### config.mk
export PLATFORM = sky130hd
export DESIGN_NAME = poly_job_arbiter
export DESIGN_NICKNAME = d
export VERILOG_FILES = /design/src/rtl/poly_job_arbiter.sv
export SDC_FILE = /design/constraint.sdc
export NUM_CORES = 1
export LEC_CHECK = 0
export BUFFER_PORTS_ARGS = -buffer_cell sky130_fd_sc_hd__buf_4
export CAP_MARGIN = 20
export CORE_UTILIZATION = 58
export CTS_CLUSTER_DIAMETER = 150
export DETAILED_ROUTE_END_ITERATION = 12
export PLACE_DENSITY_LB_ADDON = 0.1
export SETUP_SLACK_MARGIN = 0.15
export SLEW_MARGIN = 20
export SYNTH_ARGS = -nofsm -noshare
export SYNTH_HDL_FRONTEND = slang
export SYNTH_SLANG_ARGS = --single-unit
### constraint.sdc
create_clock -name clk -period 5.6 [get_ports clk]
set_input_delay 0.84 -clock clk [delete_from_list [all_inputs] [get_ports clk]]
set_output_delay 0.84 -clock clk [all_outputs]
set_load 0.01 [all_outputs]
### src/rtl/poly_job_arbiter.sv
// Two-requester round-robin front end for a shared a*x^2 + b*x + c engine.
// One add/multiply step per cycle in Horner order: ((a*x)+b)*x + c.
module poly_job_arbiter #(
  parameter int unsigned WIDTH = 8
) (
  input  logic                 clk,
  input  logic                 reset,
  input  logic [1:0]           req,
  input  logic [4*WIDTH-1:0]   operands0,
  input  logic [4*WIDTH-1:0]   operands1,
  output logic [1:0]           ack,
  output logic                 busy,
  output logic                 result_valid,
  output logic                 result_id,
  output logic [WIDTH-1:0]     result
);

  localparam int unsigned OPW = 4 * WIDTH;

  typedef enum logic [2:0] {
    S_IDLE = 3'd0,
    S_MUL1 = 3'd1,
    S_ADD1 = 3'd2,
    S_MUL2 = 3'd3,
    S_ADD2 = 3'd4
  } state_t;

  state_t             r_state;
  state_t             w_state_next;
  logic               w_grant;
  logic               w_grant_id;
  logic [OPW-1:0]     w_ops;

  logic [WIDTH-1:0]   r_a;
  logic [WIDTH-1:0]   r_b;
  logic [WIDTH-1:0]   r_c;
  logic [WIDTH-1:0]   r_x;
  logic [WIDTH-1:0]   r_t;
  logic               r_owner;
  logic               r_last_grant;
  logic [1:0]         r_ack;
  logic               r_busy;
  logic               r_result_valid;
  logic               r_result_id;
  logic [WIDTH-1:0]   r_result;

  // State register
  always_ff @(posedge clk or posedge reset) begin
    if (reset) r_state <= S_IDLE;
    else       r_state <= w_state_next;
  end

  // Next state and round-robin grant decision
  always_comb begin
    w_state_next = r_state;
    w_grant      = 1'b0;
    w_grant_id   = 1'b0;
    unique case (r_state)
      S_IDLE: begin
        if (req != 2'b00) begin
          w_grant      = 1'b1;
          w_state_next = S_MUL1;
          unique case (req)
            2'b01:   w_grant_id = 1'b0;
            2'b10:   w_grant_id = 1'b1;
            default: w_grant_id = ~r_last_grant;
          endcase
        end
      end
      S_MUL1:  w_state_next = S_ADD1;
      S_ADD1:  w_state_next = S_MUL2;
      S_MUL2:  w_state_next = S_ADD2;
      S_ADD2:  w_state_next = S_IDLE;
      default: w_state_next = S_IDLE;
    endcase
  end

  assign w_ops = w_grant_id ? operands1 : operands0;

  // Operand latch, working register and registered handshakes
  always_ff @(posedge clk or posedge reset) begin
    if (reset) begin
      r_a            <= '0;
      r_b            <= '0;
      r_c            <= '0;
      r_x            <= '0;
      r_t            <= '0;
      r_owner        <= 1'b0;
      r_last_grant   <= 1'b1;
      r_ack          <= 2'b00;
      r_busy         <= 1'b0;
      r_result_valid <= 1'b0;
      r_result_id    <= 1'b0;
      r_result       <= '0;
    end else begin
      r_ack          <= w_grant ? (w_grant_id ? 2'b10 : 2'b01) : 2'b00;
      r_busy         <= (w_state_next != S_IDLE);
      r_result_valid <= (r_state == S_ADD2);
      if (w_grant) begin
        r_a          <= w_ops[3*WIDTH +: WIDTH];
        r_b          <= w_ops[2*WIDTH +: WIDTH];
        r_c          <= w_ops[1*WIDTH +: WIDTH];
        r_x          <= w_ops[0     +: WIDTH];
        r_owner      <= w_grant_id;
        r_last_grant <= w_grant_id;
      end
      unique case (r_state)
        S_MUL1: r_t <= WIDTH'(r_a * r_x);
        S_ADD1: r_t <= WIDTH'(r_t + r_b);
        S_MUL2: r_t <= WIDTH'(r_t * r_x);
        S_ADD2: begin
          r_result    <= WIDTH'(r_t + r_c);
          r_result_id <= r_owner;
        end
        default: r_t <= r_t;
      endcase
    end
  end

  assign ack          = r_ack;
  assign busy         = r_busy;
  assign result_valid = r_result_valid;
  assign result_id    = r_result_id;
  assign result       = r_result;

endmodule

; Word level (Yosys, flattened, before mapping)
; Cells that the tools add are included.
[totals]
ramBits = 0
rom_bits = 0
inputBits = 68
n_memories = 0
ff_bits = 58
word_cells = 39
latch_bits = 0
[op_classes]
bitwise = 1
n_addsub = 2
n_lt_le_gt_ge = 0
div_mod_pow = 0
muxes = 11
n_eq_ne = 6
n_reduce_logical = 4
shift = 0
multipliers = 2
[ops]
columns = operator, n
row1 = 2-to-1 mux 32 bit, 1
row2 = one-hot mux 8 bit (3 select lines), 1
row3 = adder 8 bit, 2
row4 = multiplier 8 x 8 -> 8 bit, 2
row5 = one-hot mux 3 bit (4 select lines), 1
row6 = equality test 3 x 2 -> 1 bit (second input constant), 2
row7 = nonzero test 3 bit, 2
row8 = 2-to-1 mux 1 bit, 4
row9 = 2-to-1 mux 2 bit, 2
row10 = equality test 3 x 1 -> 1 bit (second input constant), 1
row11 = equality test 3 bit (second input constant), 1
row12 = zero test 3 bit, 1
row13 = 2-to-1 mux 3 bit, 1
row14 = equality test 2 x 1 -> 1 bit (second input constant), 1
row15 = equality test 2 bit (second input constant), 1
row16 = one-hot mux 1 bit (2 select lines), 1
row17 = nonzero test 2 bit, 1
row18 = inverter 1 bit, 1

; Depth between registers and ports, before layout
; Gate-level depths: netlist of the first run.
[depth]
word_depth = 6
ltp_mapped = 18
mapped_depth_nobuf = 17

; Worst setup path before layout of the first run
; No wires, ideal clock.
[synth_path]
path_type = register to register
start = register r_x[4]
end = register r_t[7]
setup_slack_ps = 1424
path_stages_with_launch = 17
t_arrival_ps = 4050
path_buffers = 1
required_time_ps = 5474
path_cell_list = dfrtp_1 clkbuf_1 nand2_1 fa_1 fa_1 inv_1 fa_1 inv_1 fa_1 inv_1 ha_1 a21oi_1 xnor3_1 xnor3_1 nand2_1 a41oi_2 nand3_1
[synth_via]
elab_chain_len = 2
elab_cells_between_ends = 3
cone_classes = 2 x mul / 1 x mux
[synth_rtl]
columns = element, line
row1 = from (decl), 37  ; logic [WIDTH-1:0] r_x;
row2 = from (signal assigned), 103  ; r_x <= w_ops[0 +: WIDTH];
row3 = multiplier 8 x 8 -> 8 bit (on tied branches), "110, 108"
row4 = one-hot mux 8 bit (3 select lines) *, 107  ; unique case (r_state)
row5 = to (signal assigned), 108  ; S_MUL1: r_t <= WIDTH'(r_a * r_x);
row6 = to (signal assigned), 109  ; S_ADD1: r_t <= WIDTH'(r_t + r_b);
row7 = to (signal assigned), 110  ; S_MUL2: r_t <= WIDTH'(r_t * r_x);
row8 = to (decl), 38  ; logic [WIDTH-1:0] r_t;
; Mark *: on every way between the ends. The rest lies on a longest branch, timed or not.
; A chain may end at the register's enable or synchronous reset.

; Worst setup path after layout of the first run
[layout_path]
start = register r_t[1]
end = register r_t[7]
[layout_via]
elab_chain_len = 2
elab_cells_between_ends = 3
cone_classes = 1 x add/sub / 1 x mul / 1 x mux
[layout_rtl]
columns = element, line
row1 = multiplier 8 x 8 -> 8 bit / adder 8 bit (equally long branches), "110, 109"
row2 = one-hot mux 8 bit (3 select lines) *, 107
; Marked as above.

==> results of run 1 <==
==> path summary, 6_finish.rpt <==
| path | from | cells past startpoint | end | slack [ns] |
|---|---|---|---|---|
| max | r_t[1]$_DFFE_PP0P_ | 15 | r_t[7]$_DFFE_PP0P_ | 1.13 |
| min | result[3]$_DFFE_PP0P_ | 2 | result[3]$_DFFE_PP0P_ | 0.48 |
| max reg2reg | r_t[1]$_DFFE_PP0P_ | 15 | r_t[7]$_DFFE_PP0P_ | 1.13 |
| min reg2reg | result[3]$_DFFE_PP0P_ | 2 | result[3]$_DFFE_PP0P_ | 0.48 |
| max in group asynchronous | reset | 3 | r_c[1]$_DFFE_PP0P_ | 4.40 |
| min in group asynchronous | reset | 3 | result_id$_DFFE_PP0P_ | 0.71 |
==> cell type report <==
| cell class | instances | area, µm² | area share [%] |
|---|---|---|---|
| flip-flops and latches | 58 | 1453 | 25.28 |
| clock inverters | 4 | 73.82 | 1.285 |
| repair buffers | 83 | 623.1 | 10.84 |
| clock buffers | 12 | 155.1 | 2.700 |
| inverters | 59 | 221.5 | 3.855 |
| multi-input cells | 389 | 3092 | 53.81 |
| well taps | 102 | 127.6 | 2.221 |
==> stage by stage <==
stage / hold slack (ns) / setup slack (ns) / area, µm² / utilization [%] / std cells
floorplan: 0.4622 / 1.424 / 4832 / - / 527
detailed placement: 0.4720 / 1.115 / 5517 / 69.94 / 691
global placement: 0.4637 / 1.268 / 5517 / 69.94 / 691
CTS: 0.4881 / 1.088 / 5746 / 72.84 / 707
finish: 0.4833 / 1.127 / 5746 / 72.84 / 707
global route: 0.5160 / 0.8684 / 5746 / 72.84 / 707
==> critical path, cell delays in order (launching register included) <==
cell and delay, ns:
dfrtp_1 0.55, nand2_1 0.13, fa_1 0.47, fa_1 0.54, inv_1 0.05, fa_1 0.47, inv_1 0.05, fa_1 0.53
inv_1 0.04, ha_1 0.31, a21oi_1 0.23, xnor3_1 0.26, xnor3_1 0.37, nand2_1 0.06, a41oi_2 0.19, nand3_1 0.10
==> layout by cell type, fill, tap and decap left out, drive strengths merged, types with 3 or more instances in the layout <==
master	instances
buf	83
o21bai	3
clkbuf	12
o22ai	3
nor2	47
nand2	59
ha	47
o21ai	16
xnor3	4
and2	32
xor2	11
fa	26
inv	58
mux2i	33
clkinv	3
a21o	8
a21oi	51
dfrtp	57
xnor2	26
==> cells by family after synthesis <==
group	count (synthesis)	synth area share (%)
flip-flops	58	30.06
buffers and inverters	80	6.318
multiplexers	35	7.302
AND/OR/NAND/NOR	147	13.44
adder cells (fa/ha/maj)	73	22.94
XOR/XNOR	41	8.726
AO/OA/AOI/OAI	93	11.21
==> per-layer routing <==
layer / track usage [%] / routed length [µm]
met5: 0 / 0
met1: 35.92 / 4643
met4: 7.564 / 128
met2: 44.73 / 5138
met3: 4.146 / 677
==> registers in the layout, indices dropped and copies added (netlist names) <==
register      cells
r_state           3
ack               2
r_owner           1
busy              1
r_c               8
result_valid      1
r_x               8
r_t               8
result_id         1
r_b               8
r_last_grant      1
result            8
r_a               8
==> summary.txt, run 1 <==
Status
  – Outcome: completed

Floorplanning
  – Die footprint: 0.008700 mm²
  – # rows: 32
  – Die Span Y: between 90 and 100 µm
  – Initial Utilization: 61.26%
  – Floorplan Core Area: 0.007888 mm²
  – IO Pins: slightly above 80
  – Die X: between 90 and 100 µm

Clock network
  – Clock sink count: between 50 and 60
  – Reg clk slew, reported paths: around 0.070 ns
  – Clk root buf: clkbuf_8
  – H-tree depth: 3
  – Cts bufs inserted: 9
  – CTS tree: yes
  – Hold buffers post-CTS: 0
  – Cts repair resizes: 0
  – Skew-Pair Late Insertion Delay: ~0.33 ns
  – CTS Buffer Depth: 2
  – Post CTS Setup Buffer Count: 0

Route
  – Detail Route Antenna Nets: 0
  – WL/cell: about 15 µm
  – First drt pass iteration count: 4
  – WL final: 10590 µm
  – Initial DRC Count: approximately 170
  – DRC viols: 0
  – Vias post-DR: approximately 3800
  – Via-to-Cell Ratio: 5.378

Global routing
  – Remaining Overflow, GRT: 0
  – Vias in the first global route: 3895
  – Initial antenna violation count: 0
  – GRT Total Usage: roughly a quarter
  – First-pass GRT wire length: around 18000 µm
  – Pin count of the biggest net entering global routing: 69

STA
  – Fin Setup TNS: 0 ns
  – Final hold viol count: 0
  – Achievable Freq: between 200 and 250 MHz
  – Least-Margin Pin Slew: about 0.73 ns
  – RSZ-0062 raised after global routing: false
  – Max_slew headroom: roughly 51%
  – Max-slew violation count: 0
  – Fin crit period: around 4.5 ns
  – Setup-failing EPs final: 0
  – Ratio of final minimum period to clock period: 79.88%
  – Skew final: 0.01099 ns

Logic synthesis
  – Count leader, synth: nand2_1
  – Top-area cell type share of the netlist area: about 30%
  – Syn Nets: 668
  – Post-synthesis register bit count: 58
  – Synthesized instance count: roughly 530
  – Seq/Total Area, Yosys: 30.06%
  – Commonest cells post-synth: nand2_1 (59), inv_1 (58), dfrtp_1 (57), a21oi_1 (51)
  – Library cells used by synthesis: 37
  – Synth Cell Area: approximately 0.0048 mm²
  – Syn_area_per_cell: roughly 9.2 µm²
  – Ys async rst share: 100.0%
  – Synth Warn #: 0
  – Synth top area cells: dfrtp_1 (30%), ha_1 (12%), fa_1 (11%)
  – EDFF count, synth: 0
  – Leading area contributor after synthesis: dfrtp_1
  – Ys flop type: dfrtp_1

Finish
  – Share of layout cells above drive strength 1: between 10% and 20%
  – Antenna Cells: 0
  – Final #Nets: 741
  – P&R area growth vs syn: 18.90%
  – Fillers: ~600

Placed design
  – Port Buffers: 80
  – Routability cong.: slightly below 0.9
  – Hpwl dp: roughly 8400 µm

Worst setup path
  – Worst setup path class: flip-flop to flip-flop
  – Crit path launch type: flip-flop
  – Setup crit end kind: flip-flop
  – Crit path max fanout: 11
  – Worst EP arrival: between 4 and 5 ns
  – Worst Path Required: 5.80 ns

Job
  – Max cap viols: 0

Hold path
  – Hold WC Path Type: flip-flop to flip-flop
Power of run 1 is not shown: default switching activity piles up to over one toggle a cycle in this logic, so the estimate is an artifact.
==> run 2: changes to the inputs <==
ABC_AREA = 1   (was not set)
clock period = 4.7 ns   (was 5.6 ns; I/O delays follow)
==> run 2 against run 1 <==
Final cell count increased by 28%. First-iteration DRC count is 81% higher. Clock skew is 0.0033 ns higher. Critical endpoint unchanged. Worst setup slack worse by 0.66 ns. Sequential cell count is the same. Via count is 25% higher. Highest routed layer unchanged. Worst hold slack got worse by 0.011 ns. Sequential share of layout area fell by 1.0 points. Non-clock buffer count increased by 1. Clock-buffer cell count stayed put. Final area rose by 4.4%.
==> summary.txt, run 2 <==
Status
  – Outcome: completed

Logic synthesis
  – Synth Warn #: 0 (unchanged)
  – Synth Cell Area: 0.005155 mm² (+6.7%)
  – Syn_area_per_cell: 7.130 µm² (-22%)
  – Library cells used by synthesis: 35 (-5.4%)
  – Top-area cell type share of the netlist area: 27.67% (-1.8 points)
  – Commonest cells post-synth: nand2_1 (275), inv_1 (125), nand3_1 (60), dfrtp_1 (57), ha_1 (47)
  – Synthesized instance count: 723 (+37%)
  – Post-synthesis register bit count: 58 (unchanged)
  – Leading area contributor after synthesis: dfrtp_1
  – Seq/Total Area, Yosys: 28.18% (-1.9 points)
  – Syn Nets: 864 (+29%)
  – Synth top area cells: dfrtp_1 (28%), nand2_1 (20%), ha_1 (11%)
  – Count leader, synth: nand2_1
  – EDFF count, synth: 0 (unchanged)
  – Ys async rst share: 100.0% (unchanged)
  – Ys flop type: dfrtp_1

Worst setup path
  – Worst Path Required: 4.94 ns (-0.86 ns)
  – CP max stage cell: dfrtp_1
  – Crit-path most repeated cell: nand2_1
  – Worst path cell trace: nand2_1 > fa_1 > fa_1 > inv_1 > fa_1 > fa_1 > ha_1 > a21oi_1 > nand3b_1 > nand2_1 > inv_1 > nand2_1 > nand2_1 > nor2_1 > nor2_1 > nor2_1 > nand3_1 > nand2_1 > inv_1
  – R2R depth: 19 (+4)
  – Worst EP arrival: 4.47 ns (-0.20 ns)
  – Worst setup path class: flip-flop to flip-flop
  – Crit path launch type: flip-flop
  – Crit path max fanout: 10 (-1)
  – Biggest cell delay along the critical path: 0.55 ns (about the same)
  – Setup crit end kind: flip-flop

Hold path
  – Hold WC Path Type: flip-flop to flip-flop
  – Hold path cells: 2 (unchanged)

STA
  – Max-slew violation count: 0 (unchanged)
  – Fin Setup TNS: 0 ns (unchanged)
  – Max_slew headroom: 50.65% (-0.56 points)
  – Final hold viol count: 0 (unchanged)
  – Fin crit period: 4.231 ns (-0.2417 ns)
  – Ratio of final minimum period to clock period: 90.03% (+10 points)
  – Setup-failing EPs final: 0 (unchanged)
  – Achievable Freq: 236.3 MHz (+5.7%)
  – Least-Margin Pin Slew: 0.7403 ns (+0.008407 ns)
  – RSZ-0062 raised after global routing: false
  – Final hold slack: 0.4727 ns (-0.01063 ns)
  – Skew final: 0.01428 ns (+0.003288 ns)

Floorplanning
  – Die footprint: 0.009269 mm² (+6.5%)
  – Die Span Y: 96.28 µm (+3.2%)
  – IO Pins: 81 (unchanged)
  – Floorplan Core Area: 0.008678 mm² (+10%)
  – Die X: 96.28 µm (+3.2%)
  – # rows: 34 (+6.3%)
  – Initial Utilization: 59.40% (-1.9 points)

Placed design
  – Hpwl dp: 9884 µm (+17%)
  – Routability cong.: 0.8974 (+2.7%)
  – Port Buffers: 80 (unchanged)
  – Placed instance area: 0.005774 mm² (+4.7%)

Power
  – Reg power frac: 23.0%
  – P_int: 2.346 mW
  – Comb power frac: 66.2%
  – VDD IR max: ~0.35 mV
  – Power, Total: approximately 4.8 mW
  – PD cells: 805.4 mW/mm²
  – Net switching power: about 2.5 mW
  – Sw Ratio: 51.43%
  – Clock power share: a little over a tenth
  – Static Leak: around 3.5 nW

Finish
  – Footprint of the multi-input gates: 0.003045 mm² (-1.5%)
  – Antenna Cells: 0 (unchanged)
  – P&R area growth vs syn: 16.33%
  – Most frequent cells in the layout: nand2_1 (275), inv_1 (124), buf_4 (84), nand3_1 (60), dfrtp_1 (56)
  – Final #Nets: 935 (+26%)
  – Share of layout cells above drive strength 1: 16.02% (-1.5 points)
  – Fillers: 741 (+21%)
  – Final instance area: 0.005997 mm² (+4.4%)
  – Register area: 0.001454 mm² (about the same)
  – Commonest non-fill, non-tap cell in the layout: nand2_1

Clock network
  – Reg clk slew, reported paths: 0.07 ns (about the same)
  – Cts bufs inserted: 9 (unchanged)
  – CTS tree: yes
  – Post CTS Setup Buffer Count: 0 (unchanged)
  – Skew-Pair Late Insertion Delay: 0.34 ns (about the same)
  – CTS Buffer Depth: 2 (unchanged)
  – Hold buffers post-CTS: 0 (unchanged)
  – Cts repair resizes: 0 (unchanged)
  – H-tree depth: 3 (unchanged)
  – Clock sink count: 58 (unchanged)
  – Clk root buf: clkbuf_8

Route
  – First drt pass iteration count: 5 (+1)
  – Detail Route Antenna Nets: 0 (unchanged)
  – Vias post-DR: 4751 (+25%)
  – WL/cell: 13.77 µm (-8.1%)
  – Initial DRC Count: 309 (+81%)
  – Via-to-Cell Ratio: 5.238 (-2.6%)
  – WL final: 12490 µm (+18%)
  – DRC viols: 0 (unchanged)

Job
  – Max cap viols: 0 (unchanged)

Global routing
  – GRT Total Usage: 29.53% (+2.8 points)
  – First-pass GRT wire length: 20600 µm (+15%)
  – Remaining Overflow, GRT: 0 (unchanged)
  – Initial antenna violation count: 0 (unchanged)
  – Pin count of the biggest net entering global routing: 59 (-14%)
  – Vias in the first global route: 4462 (+15%)
==> run 2: power by group through the flow <==
| stage | clock, mW | combinational, mW | sequential, mW |
|---|---|---|---|
| 2_1_floorplan | 0 | 2.55 | 0.928 |
| 3_3_place_gp | 0 | 3.09 | 1.09 |
| 3_5_place_dp | 0 | 3.19 | 1.10 |
| 4_1_cts | 0.522 | 3.22 | 1.10 |
| 5_1_grt | 0.544 | 3.75 | 1.14 |
| 6_report | 0.519 | 3.20 | 1.11 |
==> run 2: critical path, delay by kind of cell, from the launching register on <==
kind                       cells  cell delay (ns)
DFF                            1             0.55
adders and majority gates      5             2.33
AOI/OAI and AO/OA              1             0.24
and+or+nand+nor               10             0.86
buffers and inverters          3             0.14
==> run 2: cell families (layout without fill, tap and decap cells) <==
logic type | Yosys count | in the layout | share of synthesized area (%)
AND/OR/NAND/NOR | 370 | 370 | 29.85
buffers and inverters | 160 | 236 | 12.74
adder cells (fa/ha/maj) | 73 | 73 | 21.50
flip-flops | 58 | 58 | 28.18
AO/OA/AOI/OAI | 50 | 50 | 5.680
XOR/XNOR | 12 | 12 | 2.039
==> run 2: per-layer routing <==
metal	routed length [µm]	share of wire [%]	GRT usage, %	up-vias
met1	5538	44	39.97	2212
met2	5933	48	48.05	165
met4	208	1.7	8.955	0
met5	0	0	0	-
li1	-	-	-	2350
met3	809	6.5	5.371	24
==> run 2: layout make-up <==
class,instances,share of cell area (%)
clock inverters,4,1.273
clock buffers,12,2.420
multi-input cells,505,50.78
flip-flops and latches,58,24.24
well taps,108,2.253
repair buffers,84,10.52
inverters,136,8.512
==> run 2: stage by stage <==
stage               worst slack, ns  util [%]  std cells
floorplan                    0.7366         -        723
global placement             0.6764     66.54        891
detailed placement           0.5155     66.54        891
CTS                          0.4890     69.09        907
global route                 0.1625     69.10        907
finish                       0.4686     69.10        907
==> run 2: worst paths after layout <==
check                                        end                   from  slack [ns]
setup / recovery              r_t[7]$_DFFE_PP0P_     r_x[4]$_DFFE_PP0P_        0.47
setup reg to reg              r_t[7]$_DFFE_PP0P_     r_x[4]$_DFFE_PP0P_        0.47
min in group asynchronous       ack[0]$_DFF_PP0_                  reset        0.56
max in group asynchronous     r_x[2]$_DFFE_PP0P_                  reset        3.60
hold / removal             result[0]$_DFFE_PP0P_  result[0]$_DFFE_PP0P_        0.47
hold reg to reg            result[0]$_DFFE_PP0P_  result[0]$_DFFE_PP0P_        0.47
Note: power is estimated with default switching activity, not from simulation.
